File: src/rtl/btn_pkg.sv
`timescale 1ns/1ps
// Shared definitions for the button debouncer: FSM state encoding, counter width,
// and a range check for the sample-count parameters.
package btn_pkg;

  localparam int CNT_W = 8;

  typedef enum logic [1:0] {
    IDLE      = 2'd0,
    ARMING    = 2'd1,
    HELD      = 2'd2,
    RELEASING = 2'd3
  } btn_state_t;

  // Sample counts must be non-zero and fit the counter without wrapping.
  function automatic bit cnt_in_range(input int value);
    return (value >= 1) && (value < (1 << CNT_W));
  endfunction

endpackage

File: src/rtl/slow_tick_detect.sv
`timescale 1ns/1ps
// Turns the divider's slow square wave into a one-clk-cycle tick on each rising edge.
// The slow clock is only ever sampled as data in the clk domain.
module slow_tick_detect (
  input  logic clk,
  input  logic rst,
  input  logic slow_clk,
  output logic tick
);

  logic slow_q;

  // NOTE: state flops use non-blocking assignments so every flop samples pre-edge values.
  always_ff @(posedge clk or posedge rst) begin
    if (rst) begin
      slow_q <= 1'b0;
    end else begin
      slow_q <= slow_clk;
    end
  end

  assign tick = slow_clk & ~slow_q;

endmodule

File: src/rtl/btn_debouncer.sv
`timescale 1ns/1ps
// Pushbutton conditioner: 2-flop synchroniser, tick-sampled debounce FSM, registered
// level/press/release outputs. Define BTN_AUTOREPEAT_EN to re-fire btn_pulse while held.
module btn_debouncer
  import btn_pkg::*;
#(
  parameter int STABLE_SAMPLES = 4,
  parameter int REPEAT_DELAY   = 50,
  parameter int REPEAT_RATE    = 10
) (
  input  logic clk,
  input  logic rst,
  input  logic slow_clk,
  input  logic btn_in,
  output logic btn_level,
  output logic btn_pulse,
  output logic btn_release
);

  localparam logic [CNT_W-1:0] STABLE = CNT_W'(STABLE_SAMPLES);
  // An out-of-range configuration never samples: a dead button instead of wrapping counters.
  localparam bit CFG_OK = cnt_in_range(STABLE_SAMPLES) && cnt_in_range(REPEAT_DELAY) &&
                          cnt_in_range(REPEAT_RATE);

  logic             tick;
  logic             sample;
  logic             sync1;
  logic             btn_s;
  btn_state_t       state;
  btn_state_t       state_nxt;
  logic [CNT_W-1:0] cnt;
  logic [CNT_W-1:0] cnt_nxt;
  logic [CNT_W-1:0] cnt_inc;
  logic             press_ev;
  logic             release_ev;
  logic             rep_fire;
  logic             level_nxt;
  logic             pulse_nxt;
  logic             release_nxt;

  slow_tick_detect u_tick (
    .clk      (clk),
    .rst      (rst),
    .slow_clk (slow_clk),
    .tick     (tick)
  );

  assign sample  = tick & CFG_OK;
  assign cnt_inc = cnt + CNT_W'(1);

  always_ff @(posedge clk or posedge rst) begin
    if (rst) begin
      sync1 <= 1'b0;
      btn_s <= 1'b0;
    end else begin
      sync1 <= btn_in;
      btn_s <= sync1;
    end
  end

  always_ff @(posedge clk or posedge rst) begin
    if (rst) begin
      state       <= IDLE;
      cnt         <= '0;
      btn_level   <= 1'b0;
      btn_pulse   <= 1'b0;
      btn_release <= 1'b0;
    end else begin
      state       <= state_nxt;
      cnt         <= cnt_nxt;
      btn_level   <= level_nxt;
      btn_pulse   <= pulse_nxt;
      btn_release <= release_nxt;
    end
  end

  always_comb begin
    // NOTE: every combinational output gets a default first so no path can infer a latch.
    state_nxt  = state;
    cnt_nxt    = cnt;
    press_ev   = 1'b0;
    release_ev = 1'b0;
    if (sample) begin
      unique case (state)
        IDLE: begin
          if (btn_s) begin
            if (STABLE == CNT_W'(1)) begin
              state_nxt = HELD;
              cnt_nxt   = '0;
              press_ev  = 1'b1;
            end else begin
              state_nxt = ARMING;
              cnt_nxt   = CNT_W'(1);
            end
          end
        end
        ARMING: begin
          if (!btn_s) begin
            state_nxt = IDLE;
            cnt_nxt   = '0;
          end else if (cnt_inc == STABLE) begin
            state_nxt = HELD;
            cnt_nxt   = '0;
            press_ev  = 1'b1;
          end else begin
            cnt_nxt = cnt_inc;
          end
        end
        HELD: begin
          if (!btn_s) begin
            if (STABLE == CNT_W'(1)) begin
              state_nxt  = IDLE;
              cnt_nxt    = '0;
              release_ev = 1'b1;
            end else begin
              state_nxt = RELEASING;
              cnt_nxt   = CNT_W'(1);
            end
          end
        end
        RELEASING: begin
          if (btn_s) begin
            state_nxt = HELD;
            cnt_nxt   = '0;
          end else if (cnt_inc == STABLE) begin
            state_nxt  = IDLE;
            cnt_nxt    = '0;
            release_ev = 1'b1;
          end else begin
            cnt_nxt = cnt_inc;
          end
        end
      endcase
    end
  end

  always_comb begin
    level_nxt   = (state_nxt == HELD) || (state_nxt == RELEASING);
    pulse_nxt   = press_ev | rep_fire;
    release_nxt = release_ev;
  end

`ifdef BTN_AUTOREPEAT_EN
  localparam logic [CNT_W-1:0] REP_DELAY = CNT_W'(REPEAT_DELAY);
  localparam logic [CNT_W-1:0] REP_RATE  = CNT_W'(REPEAT_RATE);

  logic [CNT_W-1:0] rep_cnt;
  logic [CNT_W-1:0] rep_cnt_nxt;
  logic [CNT_W-1:0] rep_inc;
  logic             rep_phase;
  logic             rep_phase_nxt;

  assign rep_inc = rep_cnt + CNT_W'(1);

  // rep_phase selects the initial delay (0) or the steady repeat interval (1).
  always_comb begin
    rep_cnt_nxt   = rep_cnt;
    rep_phase_nxt = rep_phase;
    rep_fire      = 1'b0;
    if (state != HELD) begin
      rep_cnt_nxt   = '0;
      rep_phase_nxt = 1'b0;
    end else if (sample && btn_s) begin
      if (rep_inc == (rep_phase ? REP_RATE : REP_DELAY)) begin
        rep_fire      = 1'b1;
        rep_cnt_nxt   = '0;
        rep_phase_nxt = 1'b1;
      end else begin
        rep_cnt_nxt = rep_inc;
      end
    end
  end

  always_ff @(posedge clk or posedge rst) begin
    if (rst) begin
      rep_cnt   <= '0;
      rep_phase <= 1'b0;
    end else begin
      rep_cnt   <= rep_cnt_nxt;
      rep_phase <= rep_phase_nxt;
    end
  end
`else
  assign rep_fire = 1'b0;
`endif

endmodule

File: config.mk
export PLATFORM = sky130hd
export DESIGN_NAME = btn_debouncer
export DESIGN_NICKNAME = d
export VERILOG_FILES = /design/src/rtl/btn_pkg.sv /design/src/rtl/slow_tick_detect.sv /design/src/rtl/btn_debouncer.sv
export SDC_FILE = /design/constraint.sdc
export NUM_CORES = 1
export LEC_CHECK = 0
export CORE_UTILIZATION = 32
export CTS_BUF_LIST = sky130_fd_sc_hd__clkbuf_4 sky130_fd_sc_hd__clkbuf_8 sky130_fd_sc_hd__clkbuf_16
export DETAILED_ROUTE_END_ITERATION = 10
export SYNTH_ARGS = -nofsm -noshare
export SYNTH_HDL_FRONTEND = slang
export SYNTH_SLANG_ARGS = --single-unit
File: constraint.sdc
create_clock -name clk -period 3.28 [get_ports clk]
set_clock_uncertainty 0.05 [all_clocks]
set_input_delay 0.656 -clock clk [delete_from_list [all_inputs] [get_ports clk]]
set_output_delay 0.656 -clock clk [all_outputs]
set_load 0.005 [all_outputs]
==> impl_metrics.yaml <==
worst_hold_path:
  hp-start: "sync1"
  worstHoldPathType: "reg2reg"
  min_path_cells: 0
  min_delay_worst_endpoint: "btn_s"
sta:
  fmaxAchievable_ghz: 0.535
  worst_pin_slew_ps: 602
  setup_ws_ps: 1410
  slew_viol_final: 0
  slew-limit-headroom: 0.598
  min_period_ps: 1870
  rsz0062_at_grt: "false"
  setup_tns_ps: 0
  setup_violations: 0
  finalHoldViolCount: 0
  fin_crit_sh: 0.570
clocking:
  post_cts_buffers: 0
  h-tree-depth: 1
  cts-resized-gates: 0
  clk_pin_slew_ps: 100
  cts_hold_buf: 0
  clock_latency_ps: 280
  cts_num_sinks: 16
  root_buffer: "clkbuf_4"
  cts.path.max_buffers: 2
  cts_tree: "yes"
  cts_buffers: 3
critical_path:
  cp_data_required_time_ps: 3430
  criticalPathCategory: "in2reg"
  reg2reg_slack_ps: 1470
  timing.rr.start: "cnt[0]"
  r2r-end: "btn_level"
  path_max_fanout: 9
  arrival_ps: 2020
  cp-end-kind: "flop"
  ff2ff_path_depth: 5
  start_kind: "primary input"
placement:
  dp_hpwl_um: 1120
  place_area_um2: 968
  place_worst_setup_slack_ps: 1120
  portBuffers: 6
  place_congestion: 0.743
  dp.cells: 116
cells_and_area:
  diodes: 0
  drive_gt1_frac: 0.111
  mostFrequentLayoutCells: "16 x dfrtp_1, 6 x o21ai_0, 6 x clkdlybuf4s50_1"
  stdcell_count: 120
  layout_commonest_cell: "dfrtp_1"
  layout.nets: 97
  fin_area_um2: 1000
  syn_to_final_growth_pct: 13.7
  fillers: 248
synthesis:
  yosysWarningCount: 0
  syn-instance-count: 82
  synth-seq-cells: 16
  syn_nets: 88
  syn_area_per_cell_um2: 10.8
  netlist_area_um2: 883
  seq_area_frac_synth: 0.453
  yosys.cell_types.count: 37
grt:
  overflow: 0
  grt_use_met1: 0.190
  grt_max_degree: 17
  met3_usage: 0.0167
  gr-usage-met2: 0.193
  top_usage_layer: "met2"
  antenna_found_initial: 0
  grt_pass1_wl_um: 2730
  first_global_vias: 594
  track_usage: 0.132
drt:
  drc_errors: 0
  drt-total-wl_um: 1580
  ant_nets: 0
  drt_iter0_markers: 14
  firstDrtPassIters: 5
  vias_per_cell: 5.28
  num_vias: 634
  routedWlPerCell_um: 13.2
run:
  maxCapViolCount: 0
floorplan:
  dieArea_um2: 2970
  fp.dieH_um: 54.5
  ios: 7
  die_w_um: 54.5
  row_count: 18
  core_um2: 2540
  start_util: 0.347
power_and_ir_drop:
  p_per_area_nw_per_um2: 413
  ir_drop_mv: 0.210
  p_leak_nw: 0.435
status:
  outcome: "finished clean"
final cells by class:
cell class | count | area [µm²] | share of cell area
multi-input cells | 60 | 455 | 0.453
flip-flops and latches | 16 | 400 | 0.399
repair buffers | 6 | 60.1 | 0.0598
well taps | 30 | 37.5 | 0.0374
clock buffers | 4 | 36.3 | 0.0361
inverters | 4 | 15.0 | 0.0149
worst max path at each step:
stage | from | endpoint | slack, ps | depth (start not counted)
floorplan | cnt[0] | btn_level | 1630 | 5
global placement | slow_clk | cnt[5] | 1160 | 5
detailed placement | slow_clk | cnt[5] | 1120 | 5
CTS | slow_clk | cnt[5] | 1420 | 5
global route | slow_clk | cnt[6] | 1280 | 5
finish | slow_clk | cnt[4] | 1410 | 5
routing by layer:
metal  routed length (µm)  share of wire
met5                    0              0
met2                  722           0.46
met3                   31          0.020
met4                   19          0.012
met1                  810           0.51
power by group:
| part | total [W] | internal (W) | switching, W |
|---|---|---|---|
| clock network | 0.000130 | 0.0000675 | 0.0000624 |
| logic | 0.0000573 | 0.0000283 | 0.0000291 |
| registers | 0.000228 | 0.000210 | 0.0000184 |
| total | 0.000415 | 0.000306 | 0.000110 |
cell families after synthesis:
group           Yosys count  share of synthesized area
flops                    16                      0.453
buf+inv                   6                     0.0312
simple gates             28                      0.211
xor+xnor                  2                     0.0283
fa+ha+maj                 2                     0.0283
compound gates           26                      0.222
mux                       2                     0.0255
Yosys cell counts:
cell | instances | area [µm²]
dfrtp_1 | 16 | 400
o21ai_0 | 6 | 30.0
a21oi_1 | 4 | 20.0
inv_1 | 4 | 15.0
nand2_1 | 4 | 15.0
and3_1 | 3 | 18.8
nor3_1 | 3 | 15.0
a211oi_1 | 2 | 15.0
a22o_1 | 2 | 17.5
a31oi_1 | 2 | 12.5
and4_1 | 2 | 17.5
ha_1 | 2 | 25.0
mux2_1 | 2 | 22.5
nand2b_1 | 2 | 12.5
nand3_1 | 2 | 10.0
nand3b_1 | 2 | 15.0
nor2b_1 | 2 | 12.5
nor3b_1 | 2 | 15.0
o21ai_1 | 2 | 10.0
a2111oi_0 | 1 | 8.76
a21o_1 | 1 | 7.51
a221oi_1 | 1 | 8.76
a31o_1 | 1 | 8.76
and2_2 | 1 | 7.51
and2b_1 | 1 | 7.51
buf_2 | 1 | 5.00
buf_4 | 1 | 7.51
nor2_1 | 1 | 3.75
nor2_2 | 1 | 6.26
nor4b_4 | 1 | 23.8
o2111ai_1 | 1 | 8.76
o2111ai_4 | 1 | 26.3
o211ai_1 | 1 | 7.51
o21a_4 | 1 | 15.0
or3_1 | 1 | 6.26
xnor2_2 | 1 | 16.3
xor2_1 | 1 | 8.76
worst max-delay path: stages:
cell	delay (ps)
clkdlybuf4s50_1	510
nand3b_1	220
nor2_2	370
nand2_1	80
o21ai_0	170
stage by stage:
stage,total power (W),utilization,hold WS [ps]
2_1_floorplan,0.000271,-,281
3_3_place_gp,0.000288,0.381,284
3_5_place_dp,0.000290,0.381,287
4_1_cts,0.000423,0.395,310
5_1_grt,0.000441,0.395,313
6_report,0.000415,0.395,306
sequential cells by signal, summed over array words and instances, names as in the netlist:
name	flops
cnt	8
state	2
btn_level	1
btn_pulse	1
btn_release	1
btn_s	1
sync1	1
u_tick.slow_q	1
Power figures use the tool's default switching activity.
